<file path="config.mk">
export PLATFORM = sky130hd
export DESIGN_NAME = rgb_fade_ctrl
export DESIGN_NICKNAME = d
export VERILOG_FILES = /design/src/rtl/rgb_fade_ctrl.sv
export SDC_FILE = /design/constraint.sdc
export NUM_CORES = 1
export LEC_CHECK = 0
export ABC_AREA = 1
export CAP_MARGIN = 20
export CORE_ASPECT_RATIO = 1.2
export CORE_MARGIN = 2
export CORE_UTILIZATION = 55
export CTS_CLUSTER_DIAMETER = 120
export DETAILED_ROUTE_END_ITERATION = 16
export DONT_BUFFER_PORTS = 1
export GPL_TIMING_DRIVEN = 0
export PLACE_DENSITY = 0.7
export RECOVER_POWER = 100
export SYNTH_ARGS = -nofsm -noshare
export SYNTH_HDL_FRONTEND = slang
export SYNTH_SLANG_ARGS = --single-unit
</file>
<file path="constraint.sdc">
create_clock -name clk -period 3.83 [get_ports clk]
set_clock_uncertainty 0.2 [all_clocks]
set_input_delay 0.5745 -clock clk [delete_from_list [all_inputs] [get_ports clk]]
set_output_delay 0.5745 -clock clk [all_outputs]
set_load 0.02 [all_outputs]
</file>
<file path="src/rtl/rgb_fade_ctrl.sv">
// N-channel LED fade/PWM controller: one free-running PWM counter, per-channel
// duty registers reloaded at each period boundary, and an off/static/breathe/rotate fade engine.
module rgb_fade_ctrl #(
    parameter int unsigned PWM_INTERVAL = 1200,
    parameter int unsigned NUM_CH       = 3,
    parameter int unsigned STEP_PERIODS = 100,
    parameter int unsigned DUTY_STEP    = 12,
    localparam int unsigned DW          = $clog2(PWM_INTERVAL + 1)
) (
    input  logic                   clk,
    input  logic                   rst,
    input  logic [1:0]             mode,
    input  logic [NUM_CH*DW-1:0]   static_duty,
    input  logic [NUM_CH-1:0]      ch_mask,
    output logic [NUM_CH-1:0]      pwm_out,
    output logic                   period_start
);

    localparam int unsigned CW = (PWM_INTERVAL > 1) ? $clog2(PWM_INTERVAL) : 1;
    localparam int unsigned PW = (NUM_CH > 1) ? $clog2(NUM_CH) : 1;
    localparam int unsigned SW = (STEP_PERIODS > 1) ? $clog2(STEP_PERIODS) : 1;
    localparam int unsigned AW = DW + 1;

    localparam logic [1:0] MODE_OFF     = 2'b00;
    localparam logic [1:0] MODE_STATIC  = 2'b01;
    localparam logic [1:0] MODE_BREATHE = 2'b10;
    localparam logic [1:0] MODE_ROTATE  = 2'b11;

    localparam logic [DW-1:0] MAX_D      = DW'(PWM_INTERVAL);
    localparam logic [AW-1:0] MAX_A      = AW'(PWM_INTERVAL);
    localparam logic [AW-1:0] STEP_A     = AW'(DUTY_STEP);
    localparam logic [CW-1:0] CNT_LAST   = CW'(PWM_INTERVAL - 1);
    localparam logic [SW-1:0] PRESC_LAST = SW'(STEP_PERIODS - 1);
    localparam logic [PW-1:0] PH_LAST    = PW'(NUM_CH - 1);

    logic [CW-1:0] cnt_q, cnt_nxt;
    logic [1:0]    mode_q, mode_nxt;
    logic [DW-1:0] lvl_q, lvl_nxt;
    logic          dir_q, dir_nxt;
    logic [PW-1:0] ph_q, ph_nxt, ph_adj;
    logic [SW-1:0] presc_q, presc_nxt;
    logic [DW-1:0] duty_q   [NUM_CH];
    logic [DW-1:0] duty_nxt [NUM_CH];
    logic [NUM_CH-1:0] pwm_nxt;
    logic          bnd;
    logic [AW-1:0] lvl_ext, lvl_up;

    assign bnd     = (cnt_q == CNT_LAST);
    assign lvl_ext = {1'b0, lvl_q};
    assign lvl_up  = lvl_ext + STEP_A;
    assign ph_adj  = (ph_nxt == PH_LAST) ? '0 : ph_nxt + PW'(1);

    function automatic logic [DW-1:0] clamp_max(input logic [DW-1:0] d);
        return (d > MAX_D) ? MAX_D : d;
    endfunction

    // State register
    always_ff @(posedge clk) begin
        if (rst) begin
            cnt_q        <= '0;
            mode_q       <= MODE_OFF;
            lvl_q        <= '0;
            dir_q        <= 1'b0;
            ph_q         <= '0;
            presc_q      <= '0;
            pwm_out      <= '0;
            period_start <= 1'b0;
            for (int unsigned k = 0; k < NUM_CH; k++) duty_q[k] <= '0;
        end else begin
            cnt_q        <= cnt_nxt;
            mode_q       <= mode_nxt;
            lvl_q        <= lvl_nxt;
            dir_q        <= dir_nxt;
            ph_q         <= ph_nxt;
            presc_q      <= presc_nxt;
            pwm_out      <= pwm_nxt;
            period_start <= bnd;
            for (int unsigned k = 0; k < NUM_CH; k++) duty_q[k] <= duty_nxt[k];
        end
    end

    // Next state: counter, mode sampling, prescaler, fade level and rotate phase
    always_comb begin
        cnt_nxt   = cnt_q + CW'(1);
        mode_nxt  = mode_q;
        lvl_nxt   = lvl_q;
        dir_nxt   = dir_q;
        ph_nxt    = ph_q;
        presc_nxt = presc_q;
        if (bnd) begin
            cnt_nxt  = '0;
            mode_nxt = mode;
            if (mode != mode_q) begin
                // A mode change restarts the fade and overrides any pending step
                lvl_nxt   = '0;
                dir_nxt   = 1'b0;
                ph_nxt    = '0;
                presc_nxt = '0;
            end else if (presc_q == PRESC_LAST) begin
                presc_nxt = '0;
                case (mode_q)
                    MODE_BREATHE: begin
                        if (!dir_q) begin
                            if (lvl_up >= MAX_A) begin
                                lvl_nxt = MAX_D;
                                dir_nxt = 1'b1;
                            end else begin
                                lvl_nxt = lvl_up[DW-1:0];
                            end
                        end else begin
                            if (lvl_ext <= STEP_A) begin
                                lvl_nxt = '0;
                                dir_nxt = 1'b0;
                            end else begin
                                lvl_nxt = DW'(lvl_ext - STEP_A);
                            end
                        end
                    end
                    MODE_ROTATE: begin
                        if (lvl_up >= MAX_A) begin
                            lvl_nxt = '0;
                            ph_nxt  = (ph_q == PH_LAST) ? '0 : ph_q + PW'(1);
                        end else begin
                            lvl_nxt = lvl_up[DW-1:0];
                        end
                    end
                    default: ;
                endcase
            end else begin
                presc_nxt = presc_q + SW'(1);
            end
        end
    end

    // Outputs: duty reload at the boundary and next-cycle PWM compare
    always_comb begin
        pwm_nxt = '0;
        for (int unsigned k = 0; k < NUM_CH; k++) begin
            duty_nxt[k] = duty_q[k];
            if (bnd) begin
                case (mode_nxt)
                    MODE_STATIC:  duty_nxt[k] = clamp_max(static_duty[k*DW +: DW]);
                    MODE_BREATHE: duty_nxt[k] = ch_mask[k] ? lvl_nxt : '0;
                    MODE_ROTATE: begin
                        if (PW'(k) == ph_nxt)      duty_nxt[k] = MAX_D - lvl_nxt;
                        else if (PW'(k) == ph_adj) duty_nxt[k] = lvl_nxt;
                        else                       duty_nxt[k] = '0;
                    end
                    default:      duty_nxt[k] = '0;
                endcase
            end
            pwm_nxt[k] = (DW'(cnt_nxt) < duty_nxt[k]);
        end
    end

endmodule
</file>
# Yosys cells after proc, flatten, opt, wreduce, memory -nomap -nowiden
# Memories as Yosys holds them, arrays and structs flattened.
# Index checks and enable logic that the tools add are counted.
[totals]
ff_bits = 38
mem_bits_rw = 33
output_inout_bits = 4
n_memories = 1
[classes]
addsub = 7
magnitude_cmp = 8
eq_ne = 14
muxes = 49
bitwise = 3
reduce_logical = 5
[mem_list]
columns = ["name", "depth", "width", "read_ports", "rd_ports_with_merged_regs", "wr", "line", "source"]
rows = [
  ["duty_q", 3, 11, 3, 0, 3, "42", "logic [DW-1:0] duty_q [NUM_CH];"],
]
[ops]
columns = ["op", "count"]
rows = [
  ["$mux W11", 26],
  ["$pmux W11 S3", 3],
  ["$gt A11 B11 Y1 const B", 3],
  ["$lt A11 B11 Y1", 3],
  ["$pmux W11 S2", 1],
  ["$mux W2", 8],
  ["$mux W7", 2],
  ["$add A11 B4 Y12 const B", 1],
  ["$eq A2 B2 Y1 const B", 6],
  ["$ge A12 B11 Y1 const B", 1],
  ["$add A11 B1 Y11 const B", 1],
  ["$eq A11 B11 Y1 const B", 1],
  ["$le A11 B4 Y1 const B", 1],
  ["$sub A11 B11 Y11 const A", 1],
  ["$sub A11 B4 Y11 const B", 1],
  ["$mux W1", 9],
  ["$add A7 B1 Y7 const B", 1],
  ["$eq A7 B7 Y1 const B", 1],
  ["$add A2 B1 Y2 const B", 2],
  ["$eq A1 B2 Y1 const A", 2],
  ["$eq A2 B2 Y1 const A", 2],
  ["$logic_not A2 Y1", 2],
  ["$reduce_bool A2 Y1", 2],
  ["$or A1 B1 Y1", 3],
  ["3 further kinds", 3],
]

# Logic depth before layout (Yosys ltp)
[depth]
ltp_word = 15
ltp_mapped = 33

# Worst setup path after synthesis
# No wires, ideal clock.
[synth_path]
path_type = "flip-flop to flip-flop"
startpoint = "register lvl_q[2]"
endpoint = "register pwm_out[1]"
t_arrival_ns = 3.732
t_required_ns = 3.560
slack_ns = -0.172
stages_incl_launch_ff = 33
n_path_buf = 0
period_less_slack_ns = 4.002
cell_sequence = "dfxtp_1 inv_2 ha_1 inv_1 nor2_1 nor2_1 nand3_1 a21oi_1 nand2_2 nand2_4 nand2_2 nand4_1 nand4_1 nand2_1 nand2_1 inv_1 ha_1 nand3_2 nor2_4 nor2_2 xor2_1 nand2_1 nand2_1 nand3_1 a21boi_0 ha_1 nand2_1 nor2_1 a211oi_1 o21ai_0 nand2_1 nand3_1 a21oi_1"
[synth_between]
elab_chain_len = 15
[synth_rtl]
columns = ["element", "line", "source"]
rows = [
  ["from (decl)", "38", "logic [DW-1:0] lvl_q, lvl_nxt;"],
  ["from (signal assigned)", "72", "lvl_q <= lvl_nxt;"],
  ["branches (longest 12 deep; another with $add A11 B4 Y12)", "n/a", ""],
  ["$pmux W11 S3 *", "141", "case (mode_nxt)"],
  ["$mux W11 *", "140", "if (bnd) begin"],
  ["$lt A11 B11 Y1 *", "152", "pwm_nxt[k] = (DW'(cnt_nxt) < duty_nxt[k]);"],
  ["to (signal assigned)", "76", "pwm_out <= pwm_nxt;"],
  ["to (decl)", "15", "output logic [NUM_CH-1:0] pwm_out,"],
]
# Mark *: on every way between the ends.
# A chain may end at the register's enable or synchronous reset.

# Final worst setup path
[layout_path]
startpoint = "register lvl_q[2]"
endpoint = "register pwm_out[2]"
[layout_between]
elab_chain_len = 15
[layout_rtl]
columns = ["element", "line"]
rows = [
  ["branches (longest 12 deep; another with $add A11 B4 Y12)", "n/a"],
  ["$pmux W11 S3 *", "141"],
  ["$mux W11 *", "140"],
  ["$lt A11 B11 Y1 *", "152"],
]
# Marks and branches as above.

==> results.yml <==
routing:
  drt_iter0_markers: 544
  wirelength_um: 22000
  drtPass1Iterations: 7
  routed-via-count: 6966
  postRouteAntennaNets: 0
  drc: 0
  wire_per_inst_um: 19.1
  viasPerCell: 6.04
placed_design:
  gp_congestion: 1.04
  dpl-instance-area_sq_um: 6170
  port_buffers: 0
  place.detailed.hpwl_um: 16600
finish:
  register_area_sq_um: 1440
  synthToLayoutAreaGrowth_pct: 21.9
  drive_above_1_share: 0.214
  final_util: 0.691
  insertedDiodeCount: 0
  multi_input_area_sq_um: 4340
  layout_common_cells: "nand2_1, nor2_1, inv_1"
  final_cell_area_sq_um: 7310
  nFillCells: 917
  nets: 1094
  final_common_cell: "nand2_1"
critical_path:
  path_max_fanout: 6
  r2r-start: "lvl_q[2]"
  cp_slowest_stage_delay_ns: 0.41
  timing.rr.end: "pwm_out[2]"
  rrSetupSlack_ns: -0.43
  crit_top_cell: "nand2_2"
  crit_arrival_ns: 4.33
  start_kind: "flip-flop"
  cp_slowest_cell: "dfxtp_4"
  crit_required_ns: 3.90
  end_kind: "flip-flop"
  crit_type: "reg2reg"
  r2r_cells: 31
floorplan:
  rows: 41
  dieWidth_um: 99.3
  core_region_area_sq_um: 10600
  start_util: 0.567
  ios: 44
  die_area_sq_um: 11700
  dieHeight_um: 118
sta:
  fin_crit_ns: 4.26
  setup_viol: 3
  slew_headroom: 0.510
  worst_slew_pin_slew_ns: 0.729
  final_hold_viol_count: 0
  fin_crit_sh: 1.11
  layout_setup_ws_ns: -0.432
  rsz0062_at_grt: "true"
  max_freq_mhz: 235
  slew_viol_final: 0
synthesis:
  synth.area.top_cells: "dfxtp_1, nand2_1, ha_1"
  syn_area_sq_um: 5990
  syn_area_per_cell_sq_um: 6.32
  synth_top_area_frac: 0.237
  synth_async_sr_flop_share: 0
  ys_types: 51
  ys_ff_latch: 71
  yosysTopAreaCell: "dfxtp_1"
  ys_seq_area_frac: 0.237
  synth_top_flop_cell: "dfxtp_1"
  ys_warn_count: 0
  synth-edff-count: 0
  syn-num-nets: 1023
  synthCells: 948
outcome:
  violations: "setup timing"
  status: "finished, violations left"
clocking:
  cts-root-buf: "clkbuf_16"
  hold_buffers: 0
  path_clk_slew_ns: 0.06
  max-clock-path-buffers: 2
  cts_max_level: 3
  clk_latency_ns: 0.35
  cts_tree: "yes"
  cts_inserted_buffers: 9
  clock_sinks: 71
global_routing:
  grt_max_degree: 14
  grt_usage: 0.369
  grt_pass1_vias: 6640
  overflow: 0
  grt_pass1_wl_um: 34000
  antenna_found_initial: 0
power_and_ir_drop:
  p_per_area_nw_per_um2: 244
  p_leak_uw: 0.00333
  irDropWorstVdd_v: 0.000318
job:
  cap_violations: 0
hold_path:
  hp-start: "rst"
  min_to: "presc_q[5]"
  holdCritPathClass: "in2reg"
  hold_depth: 3
## registers in the layout, summed over array words and instances, names as in the netlist
register      flops
cnt_q            11
dir_q             1
duty_q           33
lvl_q            11
mode_q            2
period_start      1
ph_q              2
presc_q           7
pwm_out           3
## through the flow
step	cells	setup TNS (ns)	setup slack (ns)	hold slack, ns	power, uW
2_1_floorplan	948	0	0.00149	0.239	826
3_3_place_gp	1077	-4.90	-1.07	0.248	848
3_5_place_dp	1077	-5.48	-1.12	0.262	850
4_1_cts	1137	-1.17	-0.411	0.185	1780
5_1_grt	1153	-2.22	-0.666	0.202	1820
6_report	1153	-1.15	-0.432	0.190	1780
## what timing repair did
item / CTS / global route
buffers inserted: 46 / 16
pin swaps: 38 / 38
gates cloned: 0 / 0
endpoints found under the setup margin: 16 / 9
gates resized for setup: 52 / 47
## layer usage
layer	part of all wire	track usage	routed length, um	up-vias
met5	0	0	0	-
li1	-	-	-	3306
met2	0.48	0.647	10600	346
met3	0.073	0.0757	1600	123
met4	0.084	0.242	1840	0
met1	0.36	0.394	7880	3191
## cell type report
type,count,area share
Buffer,23,0.0171
Clock buffer,10,0.0327
Clock inverter,6,0.0127
Inverter,110,0.0613
Multi-Input combinational cell,744,0.595
Sequential cell,71,0.196
Tap cell,129,0.0221
Timing Repair Buffer,60,0.0632
## logic make-up after synthesis
family | synth area share
AO/OA/AOI/OAI | 0.182
XOR/XNOR | 0.0129
adder cells (fa/ha/maj) | 0.0731
buffers and inverters | 0.0879
flip-flops | 0.237
multiplexers | 0.0217
AND/OR/NAND/NOR | 0.385
## how the worst max path moves through the flow
stage,start,end
3_5_place_dp,lvl_q[2],pwm_out[1]
6_report,lvl_q[2],pwm_out[2]
3_3_place_gp,lvl_q[2],pwm_out[2]
4_1_cts,lvl_q[2],pwm_out[1]
5_1_grt,lvl_q[2],pwm_out[2]
2_1_floorplan,lvl_q[2],pwm_out[1]
## worst max-delay path: cells and delay by family, from the launching register on
| kind | cells | cell delay, ns |
|---|---|---|
| and+or+nand+nor | 15 | 1.16 |
| buffers and inverters | 7 | 0.72 |
| adders and majority gates | 3 | 0.65 |
| AOI/OAI and AO/OA | 4 | 0.64 |
| DFF | 1 | 0.41 |
| muxes | 1 | 0.22 |
| xor gates and xnor gates | 1 | 0.17 |
## power by group
part	internal, uW	leakage, uW	switching (uW)	total (uW)
Combinational	30.7	0.00259	57.5	88.2
Clock	592	0.000161	348	941
Sequential	744	0.000576	9.09	753
## cells in the mapped netlist, types with 4 or more instances
library cell / count
o21ai_1: 10
nor4_1: 4
a31oi_1: 4
nand2_4: 4
nand3_1: 74
nor2_2: 8
xor2_1: 6
a21boi_1: 7
buf_2: 6
nand4_1: 13
nand2_1: 246
a32oi_1: 4
a22oi_1: 15
a21oi_2: 5
ha_1: 35
o21ai_0: 29
inv_2: 14
nand2_2: 16
dfxtp_1: 71
nor3_1: 20
o211ai_1: 9
nor2_1: 103
clkbuf_1: 13
nor2_4: 6
or2_2: 5
mux2i_1: 13
inv_1: 91
a21oi_1: 75
No activity file was read; power rests on OpenSTA's default activity.
